## config.mk

```make
export PLATFORM = sky130hd
export DESIGN_NAME = dual_core_mem_arbiter
export DESIGN_NICKNAME = d
export VERILOG_FILES = /design/src/rtl/dual_core_mem_arbiter.sv
export SDC_FILE = /design/constraint.sdc
export NUM_CORES = 1
export LEC_CHECK = 0
export ABC_AREA = 1
export CORE_MARGIN = 2
export CORE_UTILIZATION = 39
export DETAILED_ROUTE_END_ITERATION = 8
export PLACE_DENSITY = 0.91
export SYNTH_ARGS = -nofsm -noshare
export SYNTH_HDL_FRONTEND = slang
export SYNTH_SLANG_ARGS = --single-unit
export TNS_END_PERCENT = 50
```

## constraint.sdc

```tcl
create_clock -name clk -period 1.84 [get_ports clk]
set_input_delay 0.276 -clock clk [delete_from_list [all_inputs] [get_ports clk]]
set_output_delay 0.276 -clock clk [all_outputs]
set_load 0.02 [all_outputs]
```

## src/rtl/dual_core_mem_arbiter.sv

```systemverilog
// Round-robin arbiter sharing one byte-wide synchronous memory port between two mips cores.
// Optional burst lock (keep the grant for up to BURST_LEN accesses) enabled by ARB_BURST_LOCK_EN.
module dual_core_mem_arbiter #(
    parameter int unsigned WIDTH     = 8,
    parameter int unsigned ADR_W     = 8,
    parameter int unsigned BURST_LEN = 4
) (
    input  logic             clk,
    input  logic             reset,
    input  logic             memread0,
    input  logic             memwrite0,
    input  logic [ADR_W-1:0] adr0,
    input  logic [WIDTH-1:0] writedata0,
    output logic [WIDTH-1:0] memdata0,
    output logic             ready0,
    input  logic             memread1,
    input  logic             memwrite1,
    input  logic [ADR_W-1:0] adr1,
    input  logic [WIDTH-1:0] writedata1,
    output logic [WIDTH-1:0] memdata1,
    output logic             ready1,
    output logic             mem_rd,
    output logic             mem_wr,
    output logic [ADR_W-1:0] mem_adr,
    output logic [WIDTH-1:0] mem_wdata,
    input  logic [WIDTH-1:0] mem_rdata
);

    typedef enum logic [1:0] {StIdle, StIssue, StDone} state_e;

    state_e             state_q, state_d;
    logic               last_grant_q, last_grant_d;
    logic               op_wr_q, op_wr_d;
    logic               mem_rd_q, mem_rd_d;
    logic               mem_wr_q, mem_wr_d;
    logic [ADR_W-1:0]   mem_adr_q, mem_adr_d;
    logic [WIDTH-1:0]   mem_wdata_q, mem_wdata_d;

    logic req0, req1, hold, win;

    assign req0 = memread0 | memwrite0;
    assign req1 = memread1 | memwrite1;

`ifdef ARB_BURST_LOCK_EN
    localparam int unsigned LockW = $clog2(BURST_LEN + 1);

    logic [LockW-1:0] lock_cnt_q, lock_cnt_d;
    logic             holder_req;

    assign holder_req = last_grant_q ? req1 : req0;
    // The last winner keeps a tie while it still requests and has burst budget left.
    assign hold = holder_req && (lock_cnt_q != '0) && (lock_cnt_q < LockW'(BURST_LEN));

    always_comb begin
        lock_cnt_d = lock_cnt_q;
        if (state_q == StIdle) begin
            if (!holder_req) begin
                lock_cnt_d = '0;
            end
            if (req0 || req1) begin
                if ((win == last_grant_q) && (lock_cnt_q != '0)) begin
                    // Saturate so an exhausted lock stays released until the other core wins.
                    lock_cnt_d = (lock_cnt_q == LockW'(BURST_LEN)) ? lock_cnt_q
                                                                   : lock_cnt_q + LockW'(1);
                end else begin
                    lock_cnt_d = LockW'(1);
                end
            end
        end
    end

    always_ff @(posedge clk or negedge reset) begin
        if (!reset) begin
            lock_cnt_q <= '0;
        end else begin
            lock_cnt_q <= lock_cnt_d;
        end
    end
`else
    logic unused_burst_len;
    assign unused_burst_len = (BURST_LEN != 0);
    assign hold = 1'b0;
`endif

    // A single requester always wins; a tie goes to the other core unless locked.
    assign win = (req0 && req1) ? (hold ? last_grant_q : ~last_grant_q) : req1;

    always_comb begin
        state_d      = state_q;
        last_grant_d = last_grant_q;
        op_wr_d      = op_wr_q;
        mem_rd_d     = 1'b0;
        mem_wr_d     = 1'b0;
        mem_adr_d    = mem_adr_q;
        mem_wdata_d  = mem_wdata_q;
        unique case (state_q)
            StIdle: begin
                if (req0 || req1) begin
                    state_d      = StIssue;
                    last_grant_d = win;
                    // Read and write together resolves to a write.
                    op_wr_d      = win ? memwrite1 : memwrite0;
                    mem_wr_d     = op_wr_d;
                    mem_rd_d     = ~op_wr_d;
                    mem_adr_d    = win ? adr1 : adr0;
                    mem_wdata_d  = win ? writedata1 : writedata0;
                end
            end
            StIssue: state_d = StDone;
            StDone:  state_d = StIdle;
            default: state_d = StIdle;
        endcase
    end

    always_ff @(posedge clk or negedge reset) begin
        if (!reset) begin
            state_q      <= StIdle;
            last_grant_q <= 1'b1;
            op_wr_q      <= 1'b0;
            mem_rd_q     <= 1'b0;
            mem_wr_q     <= 1'b0;
            mem_adr_q    <= '0;
            mem_wdata_q  <= '0;
        end else begin
            state_q      <= state_d;
            last_grant_q <= last_grant_d;
            op_wr_q      <= op_wr_d;
            mem_rd_q     <= mem_rd_d;
            mem_wr_q     <= mem_wr_d;
            mem_adr_q    <= mem_adr_d;
            mem_wdata_q  <= mem_wdata_d;
        end
    end

    assign mem_rd    = mem_rd_q;
    assign mem_wr    = mem_wr_q;
    assign mem_adr   = mem_adr_q;
    assign mem_wdata = mem_wdata_q;

    assign ready0   = (state_q == StDone) && !last_grant_q;
    assign ready1   = (state_q == StDone) &&  last_grant_q;
    assign memdata0 = (ready0 && !op_wr_q) ? mem_rdata : '0;
    assign memdata1 = (ready1 && !op_wr_q) ? mem_rdata : '0;

endmodule
```

======== Word-level counts from Yosys, hierarchy flattened ========
Cells that the tools add are included.
cells by class
  equal/unequal tests ..................... 3
  mux-type cells .......................... 12
  bitwise gates (word level) .............. 4
  reduce and logical (&&, ||, !) cells .... 10
operators by type and width
  cell                                                                   count
  8-bit two-way mux                                                      4
  1-bit two-way mux                                                      6
  1-bit logical AND                                                      5
  2-bit one-hot mux with 2 select lines                                  1
  2-bit by 1-bit equality test with 1-bit output, second input constant  1
  2-bit equality test, second input constant                             1
  1-bit zero test                                                        2
  2-bit zero test                                                        1
  2-bit two-way mux                                                      1
  2-bit != test, second input constant                                   1
  1-bit inverter                                                         2
  1-bit bitwise OR                                                       2
  2-bit AND reduction                                                    1
  1-bit logical OR                                                       1
word-level totals
  flip-flop bits (word level) ............. 22
  output and inout bits ................... 36
  logic and storage cells ................. 36

======== Longest topological paths before layout ========
Gate-level depths: netlist of run 1.
  word-level depth ........................ 7
  mapped depth ............................ 7
  mapped depth without buffers ............ 7

======== Worst setup path after synthesis of run 1 ========
OpenSTA, ideal clock, no wires.
  kind .................................... register -> output
  start ................................... reg last_grant_q
  end ..................................... out memdata0[0]
  arrival time ............................ 1.564 ns
  slack ................................... 0.000 ns
  cell stages (with the launch flop) ...... 4
  path buffers ............................ 0
  path through ............................ dfstp_2 > nor3_1 > nand2_1 > nor2_1
between the ends
  longest elaborated chain between the ends .. 4
RTL lines
  element                 RTL line  RTL
  start, declared         32        logic last_grant_q, last_grant_d;
  start signal, assigned  126       last_grant_q <= last_grant_d;
  1-bit zero test         140       assign ready0 = (state_q == StDone) && !last_grant_q;
  1-bit logical AND       140
  net ready0              15        output logic ready0,
  1-bit logical AND       142       assign memdata0 = (ready0 && !op_wr_q) ? mem_rdata : '0;
  8-bit two-way mux       142
  end, declared           14        output logic [WIDTH-1:0] memdata0,
The timed path passes the listed nets, and every way through them passes these cells.

======== Worst setup path in the final report of run 1 ========
  start ................................... reg last_grant_q
  end ..................................... out memdata1[0]
between the ends
  longest elaborated chain between the ends .. 3
RTL lines
  element            RTL line  RTL
  1-bit logical AND  141       assign ready1 = (state_q == StDone) && last_grant_q;
  1-bit logical AND  143       assign memdata1 = (ready1 && !op_wr_q) ? mem_rdata : '0;
  8-bit two-way mux  143
  end, declared      20        output logic [WIDTH-1:0] memdata1,
No other way between the ends.

==> results of run 1 <==
## power breakdown
| group | internal (mW) | switching (mW) | leakage (nW) | total [mW] |
|---|---|---|---|---|
| Clock | 0.0844 | 0.140 | 0.0150 | 0.224 |
| Combinational | 0.798 | 1.01 | 0.842 | 1.81 |
| Sequential | 0.737 | 0.134 | 0.267 | 0.871 |
## how the worst max path moves through the flow
stage | startpoint | to | cells after the start
5_1_grt | last_grant_q | memdata1[0] | 4
3_3_place_gp | last_grant_q | memdata1[0] | 4
6_report | last_grant_q | memdata1[0] | 4
2_1_floorplan | last_grant_q | memdata0[0] | 3
4_1_cts | state_q[0] | memdata0[1] | 4
3_5_place_dp | last_grant_q | memdata1[7] | 4
## sequential cells by signal, indices dropped and copies added (netlist names)
register	flops
mem_adr	8
mem_rd	1
state_q	2
mem_wr	1
mem_wdata	8
last_grant_q	1
op_wr_q	1
## synthesized netlist by cell type
| cell | count |
|---|---|
| nand2_1 | 57 |
| nor3_1 | 1 |
| buf_2 | 1 |
| dfstp_2 | 1 |
| o21ai_4 | 1 |
| nor2_1 | 17 |
| nand2_4 | 1 |
| nand2_2 | 1 |
| inv_2 | 2 |
| buf_4 | 1 |
| nand3_1 | 16 |
| dfrtp_1 | 21 |
| a21oi_4 | 1 |
| and3_1 | 1 |
| o21ai_2 | 1 |
| nand3b_1 | 16 |
| nor2_2 | 3 |
| inv_1 | 28 |
| buf_6 | 4 |
## layout make-up
class                      instances  share of cell area
timing repair buffer              90               0.381
inverter                          30              0.0525
tap                               44              0.0257
multi-input combinational        116               0.271
clock buffer                       4              0.0123
sequential                        22               0.257
## through the flow
step	power (mW)	setup TNS (ns)	util
finish	2.90	0	0.691
global placement	2.65	0	0.693
detailed placement	2.69	-0.530	0.693
CTS	2.90	0	0.702
floorplan	1.94	0	-
global route	3.13	-0.180	0.691
## repair_timing
item / in CTS / in global routing
setup buffers: 0 / 2
resized for setup: 48 / 20
hold buffers: 0 / 0
setup endpoints to repair: 18 / 15
pin swaps: 0 / 2
## cells in the final DEF (no fill, tap or decap), drive strengths merged, types with 2 or more instances in the layout
cell           synthesis  final
nand3                 16     16
o21ai                  2      2
dfrtp                 21     21
nor2                  20     20
nand3b                16     16
nand2                 59     59
dlygate4sd2            0      2
buf                    6     19
clkbuf                 0      8
clkdlybuf4s15          0      2
clkdlybuf4s50          0     63
inv                   30     30
## logic make-up after synthesis
kind of cell           after synthesis  share of synthesized area
and+or+nand+nor                    113                      0.408
buffers and inverters               36                      0.132
DFF                                 22                      0.428
AOI/OAI and AO/OA                    3                     0.0320
## metal layers
layer	part of all wire	vias to the layer above	track usage
met1	0.38	616	0.213
met5	0	-	0
li1	-	702	-
met3	0.067	2	0.0357
met2	0.55	44	0.377
met4	0.0037	0	0.0547
==> reports/qor.csv, run 1 <==
metric;value;unit
num_io_pins;82;
ant_nets;0;
power_density;1350;mW/mm2
synth_area;0.00129;mm2
clk_pin_slew;0.12;ns
r2r_start;last_grant_q;
fin_crit_sh;0.992;
rrSetupSlack;0.53;ns
regArea;552;um2
fin_nets;309;
report.final.setup_viol;0;
multi_input_area;582;um2
synth_largest_area_cell;dfrtp_1;
wl_per_cell;11.6;um
avgSynthCellArea;7.41;um2
status;finished, final reports clean;
clock_latency;0.30;ns
critical_path.top_delay_family;flip-flops;
grt_pass1_wl;5.50;mm
reg2reg_depth;7;
drive_above_1_share;0.164;
place.port_buffers;81;
final_cell_area;0.00214;mm2
antenna_found_initial;0;
syn_to_final_growth;66.4;%
fin_crit;1.82;ns
cts_sinks;22;
vias;1364;
cap_violations;0;
hpwl;2.73;mm
ys_warn_count;0;
cts_tree;built;
placed_cells;300;
nFillCells;275;
stdcell_count;306;
grt_use_total;0.195;
ctsLongestPathBuffers;2;
cts_buffers;3;
worst-path-buf-inv;1;
place.gp.congestion;0.783;
critPathRequiredTime;1.56;ns
critPathMaxFanout;8;
r2r_end;op_wr_q;
syn_nets;220;
crit_arrival;1.55;ns
hold_violations;0;
max_slew.worst_pin.slew;0.362;ns
rsz0062_at_grt;true;
cpPeakStageDelay;0.57;ns
vdd_drop_max;0.746;mV
synth_seq_cells;22;
critical_path.slowest_cell;dfstp_2;
grt_max_degree;23;
seq_area_frac_synth;0.428;
hold_slack;0.307;ns
first_global_vias;1296;
root_buffer;clkbuf_4;
drcViolationCount;0;
fmax;548;MHz
path_cells;and3_1, nand2_4, nor2_1, clkdlybuf4s15_2;
place_area;0.00215;mm2
die_h;61.5;um
syn_inst;174;
synth_top_area_share;0.408;
p_leak;1.12;nW
gr-total-overflow;0;
wirelength;3.54;mm
drtIter0Drc;24;
insertedDiodeCount;0;
htreeDepth;1;
drtPass1Iterations;4;
design.die.area;0.00378;mm2
place_ws;-0.0845;ns
core_area;0.00310;mm2
worst_setup_path_end_kind;output port;
critical_path_class;register to output port;
die_w;61.5;um
fin_ws;0.0156;ns
slew_violations;0;
initial_core_util;0.415;
critical_path.startpoint_type;register;
viasPerCell;4.46;
hold_class;input port to asynchronous set/reset pin;
synth_cell_types;19;
num_rows;20;
synth_area_leaders;dfrtp_1, nand2_1, nand3b_1;
slew_headroom;0.758;
finClkSkew;0.00445;ns
Power figures use the tool's default switching activity.
==> run 2, diff against run 1 <==
GPL_TIMING_DRIVEN = 0   (was unset)
==> reports/qor.csv, run 2 (same netlist as run 1, synthesis figures left out) <==
metric;value;unit
cap_violations;0;
root_buffer;clkbuf_4;
max_slew.worst_pin.slew;0.944;ns
gr-total-overflow;0;
grt_pass1_wl;5.45;mm
rsz0062_at_grt;true;
ant_nets;0;
critPathRequiredTime;1.56;ns
hold_end;state_q[1];
place.gp.congestion;0.791;
power_density;1420;mW/mm2
critical_path.slowest_cell;dfrtp_1;
path_cells;nor3_2, nand2_2, nor2_1, clkdlybuf4s15_1;
htreeDepth;1;
vias;1335;
vdd_drop_max;0.796;mV
hold_slack;0.457;ns
place.port_buffers;81;
first_global_vias;1290;
worst-path-buf-inv;1;
rrSetupSlack;0.48;ns
slew_headroom;0.369;
drtIter0Drc;17;
viasPerCell;4.39;
hold_violations;0;
hpwl;2.69;mm
whs_path_depth;1;
wirelength;3.45;mm
critPathMaxFanout;8;
syn_to_final_growth;67.0;%
clock_latency;0.30;ns
antenna_found_initial;0;
fin_crit_sh;0.953;
report.final.setup_viol;0;
status;finished, final reports clean;
cpPeakStageDelay;0.41;ns
die_w;61.5;um
grt_use_total;0.193;
hold_start;state_q[1];
worstSetupStartpoint;state_q[0];
fmax;570;MHz
p_leak;1.12;nW
slew_violations;0;
die_h;61.5;um
cts_sinks;22;
hold_class;register to register;
worst_setup_path_end_kind;output port;
final_cell_area;0.00215;mm2
fin_crit;1.75;ns
num_rows;20;
num_io_pins;82;
insertedDiodeCount;0;
finClkSkew;0.00548;ns
drive_above_1_share;0.154;
cts_buffers;3;
critical_path.top_delay_family;simple AND/OR/NAND/NOR gates;
drcViolationCount;0;
nFillCells;286;
grt_max_degree;23;
drtPass1Iterations;4;
initial_core_util;0.415;
r2r_end;mem_adr[2];
critical_path_class;register to output port;
mostFrequentLayoutCells;clkdlybuf4s50_1, nand2_1, inv_1;
reg2reg_depth;7;
crit_arrival;1.48;ns
design.die.area;0.00378;mm2
fin_nets;307;
wl_per_cell;11.3;um
core_area;0.00310;mm2
place_area;0.00215;mm2
ctsLongestPathBuffers;2;
critical_path.startpoint_type;register;
final_common_cell;clkdlybuf4s50_1;
clk_pin_slew;0.12;ns
cts_tree;built;
r2r_start;last_grant_q;
run 2: cell count changes in the layout (fill, tap and decap cells not counted):
cell             delta
clkdlybuf4s15_1     +1
clkdlybuf4s15_2     -2
inv_2               -1
clkbuf_2            +3
buf_6               +3
nand2_2             +1
nand2_4             -1
bufinv_16           +1
inv_1               +1
buf_2               -1
clkbuf_1            -1
buf_4               -6
run 2: cell type report:
type	instances	area, um2	area share
repair buffers	82	746	0.347
flip-flops and latches	22	552	0.256
clock buffers	3	22.5	0.0105
clock inverters	1	30.0	0.0140
plain buffers	6	57.6	0.0267
well taps	44	55.1	0.0256
multi-input cells	116	577	0.268
inverters	30	113	0.0523
run 2: worst max path at each step:
stage                        to  slack (ns)  cells after the start
global route        memdata0[3]       -0.06                      4
floorplan           memdata0[0]      0.0003                      3
CTS                 memdata1[1]        0.01                      4
global placement    memdata1[0]       -0.09                      4
detailed placement  memdata1[2]       -0.13                      4
finish              memdata0[3]        0.09                      4
run 2: metrics by stage:
step,std cells,utilization,setup TNS [ns],setup WS [ns],power [mW]
detailed placement,299,0.694,-1.01,-0.126,2.73
CTS,304,0.710,0,0.0113,3.10
floorplan,174,-,0,0.000328,1.94
global route,304,0.694,-0.0731,-0.0563,3.30
finish,304,0.694,0,0.0860,3.05
global placement,299,0.694,-0.739,-0.0940,2.69
run 2: repair_timing:
item,CTS,global route
hold buffers,0,0
gates cloned,0,0
setup buffers,1,0
setup endpoints to repair,18,15
resized for setup,41,21
run 2: report_power, final:
part | internal [mW] | leakage, nW | switching, mW | total [mW]
sequential | 0.736 | 0.267 | 0.131 | 0.868
combinational | 0.815 | 0.829 | 1.00 | 1.82
clock | 0.220 | 0.0279 | 0.146 | 0.366
total | 1.77 | 1.12 | 1.28 | 3.05
run 2: worst reg2reg max path, delay by kind of cell (launching register included):
| kind | cells | cell delay (ns) |
|---|---|---|
| AO/OA/AOI/OAI | 1 | 0.10 |
| buffers and inverters | 2 | 0.29 |
| flip-flops | 1 | 0.57 |
| AND/OR/NAND/NOR | 4 | 0.30 |
run 2: per-layer routing:
layer  routed length, um  global-route usage  vias up
li1                    -                   -      700
met1                1380               0.232      585
met2                1780               0.355       46
met3                 262              0.0336        4
met4                  25              0.0456        0
met5                   0                   0        -
==> run 3, diff against run 2 <==
CAP_MARGIN = 20   (was unset)
==> reports/qor.csv, run 3 (same netlist as run 1, synthesis figures left out) <==
metric;value;unit
first_global_vias;1290;
hold_slack;0.252;ns
cts_hold_buffers;0;
initial_core_util;0.415;
insertedDiodeCount;0;
critPathRequiredTime;1.56;ns
worstSetupStartpoint;state_q[0];
vias;1338;
drtIter0Drc;15;
critical_path.slowest_cell;dfrtp_1;
drive_above_1_share;0.157;
gr-total-overflow;0;
hold_violations;0;
hpwl;2.69;mm
wirelength;3.47;mm
grt_pass1_wl;5.45;mm
critical_path.startpoint_type;register;
place.port_buffers;81;
slew_violations;0;
finClkSkew;0.00548;ns
r2r_start;last_grant_q;
vdd_drop_max;0.797;mV
rsz0062_at_grt;true;
max_slew.worst_pin.slew;0.403;ns
report.final.setup_viol;0;
cts_buffers;3;
final_common_cell;clkdlybuf4s50_1;
syn_to_final_growth;68.2;%
endpoint;memdata0[3];
slew_headroom;0.730;
viasPerCell;4.39;
drtPass1Iterations;4;
stdcell_count;305;
path_cells;nor3_2, nand2_2, nor2_1, clkdlybuf4s15_1;
fmax;570;MHz
fin_util;0.698;
cts_tree;built;
num_io_pins;82;
place_area;0.00215;mm2
r2r_end;mem_adr[2];
die_w;61.5;um
critPathMaxFanout;8;
worst-path-buf-inv;1;
critical_path_class;register to output port;
nFillCells;283;
cpPeakStageDelay;0.41;ns
worst_setup_path_end_kind;output port;
reg2reg_depth;7;
grt_max_degree;23;
htreeDepth;1;
path_depth;4;
root_buffer;clkbuf_4;
p_leak;1.13;nW
power_density;1410;mW/mm2
core_area;0.00310;mm2
design.die.area;0.00378;mm2
final_cell_area;0.00217;mm2
clock_latency;0.31;ns
fin_nets;308;
cts_sinks;22;
wl_per_cell;11.4;um
antenna_found_initial;0;
ant_nets;0;
critical_path.top_delay_family;simple AND/OR/NAND/NOR gates;
hold_class;input port to asynchronous set/reset pin;
num_rows;20;
clk_pin_slew;0.12;ns
placed_cells;299;
ctsLongestPathBuffers;2;
status;finished, final reports clean;
rrSetupSlack;0.48;ns
mostFrequentLayoutCells;clkdlybuf4s50_1, nand2_1, inv_1;
fin_crit;1.76;ns
fin_crit_sh;0.954;
drcViolationCount;0;
p_total;3.06;mW
crit_arrival;1.48;ns
place.gp.congestion;0.791;
die_h;61.5;um
cap_violations;0;
grt_use_total;0.193;
-- run 3: changes by cell type in the layout (fill, tap and decap cells not counted) --
cell,delta
buf_8,+1
-- run 3: worst min path at each step --
stage,endpoint,startpoint,depth (start not counted)
global route,mem_wdata[6],reset,1
global placement,state_q[1],state_q[1],1
floorplan,mem_adr[0],reset,0
finish,mem_adr[1],reset,1
detailed placement,state_q[1],state_q[1],1
CTS,state_q[1],state_q[1],1
-- run 3: cell type report --
cell class / instances / area (um2) / share of cell area
Timing Repair Buffer: 83 / 761 / 0.351
Multi-Input combinational cell: 116 / 577 / 0.266
Sequential cell: 22 / 552 / 0.255
Inverter: 30 / 113 / 0.0520
Buffer: 6 / 57.6 / 0.0266
Tap cell: 44 / 55.1 / 0.0254
Clock inverter: 1 / 30.0 / 0.0139
Clock buffer: 3 / 22.5 / 0.0104
-- run 3: report_power, final --
group | leakage (nW) | switching (mW) | internal, mW
Combinational | 0.837 | 1.01 | 0.818
Clock | 0.0279 | 0.146 | 0.220
Sequential | 0.267 | 0.131 | 0.737
-- run 3: routing by layer --
metal | up-vias | part of all wire | track usage
met1 | 583 | 0.40 | 0.232
met5 | - | 0 | 0
met2 | 48 | 0.51 | 0.355
met3 | 4 | 0.077 | 0.0336
met4 | 0 | 0.0072 | 0.0456
li1 | 703 | - | -
-- run 3: metrics by stage --
| stage | setup WS, ns | TNS [ns] |
|---|---|---|
| after CTS | 0.0113 | 0 |
| after global placement | -0.0940 | -0.739 |
| after floorplan | 0.000328 | 0 |
| final | 0.0842 | 0 |
| after detailed placement | -0.126 | -1.01 |
| after global routing | -0.0563 | -0.0731 |
-- run 3: repair_timing --
item,in CTS,in global routing
hold endpoints to repair,0,0
buffers inserted,1,0
endpoints found under the setup margin,18,15
resized for setup,41,21
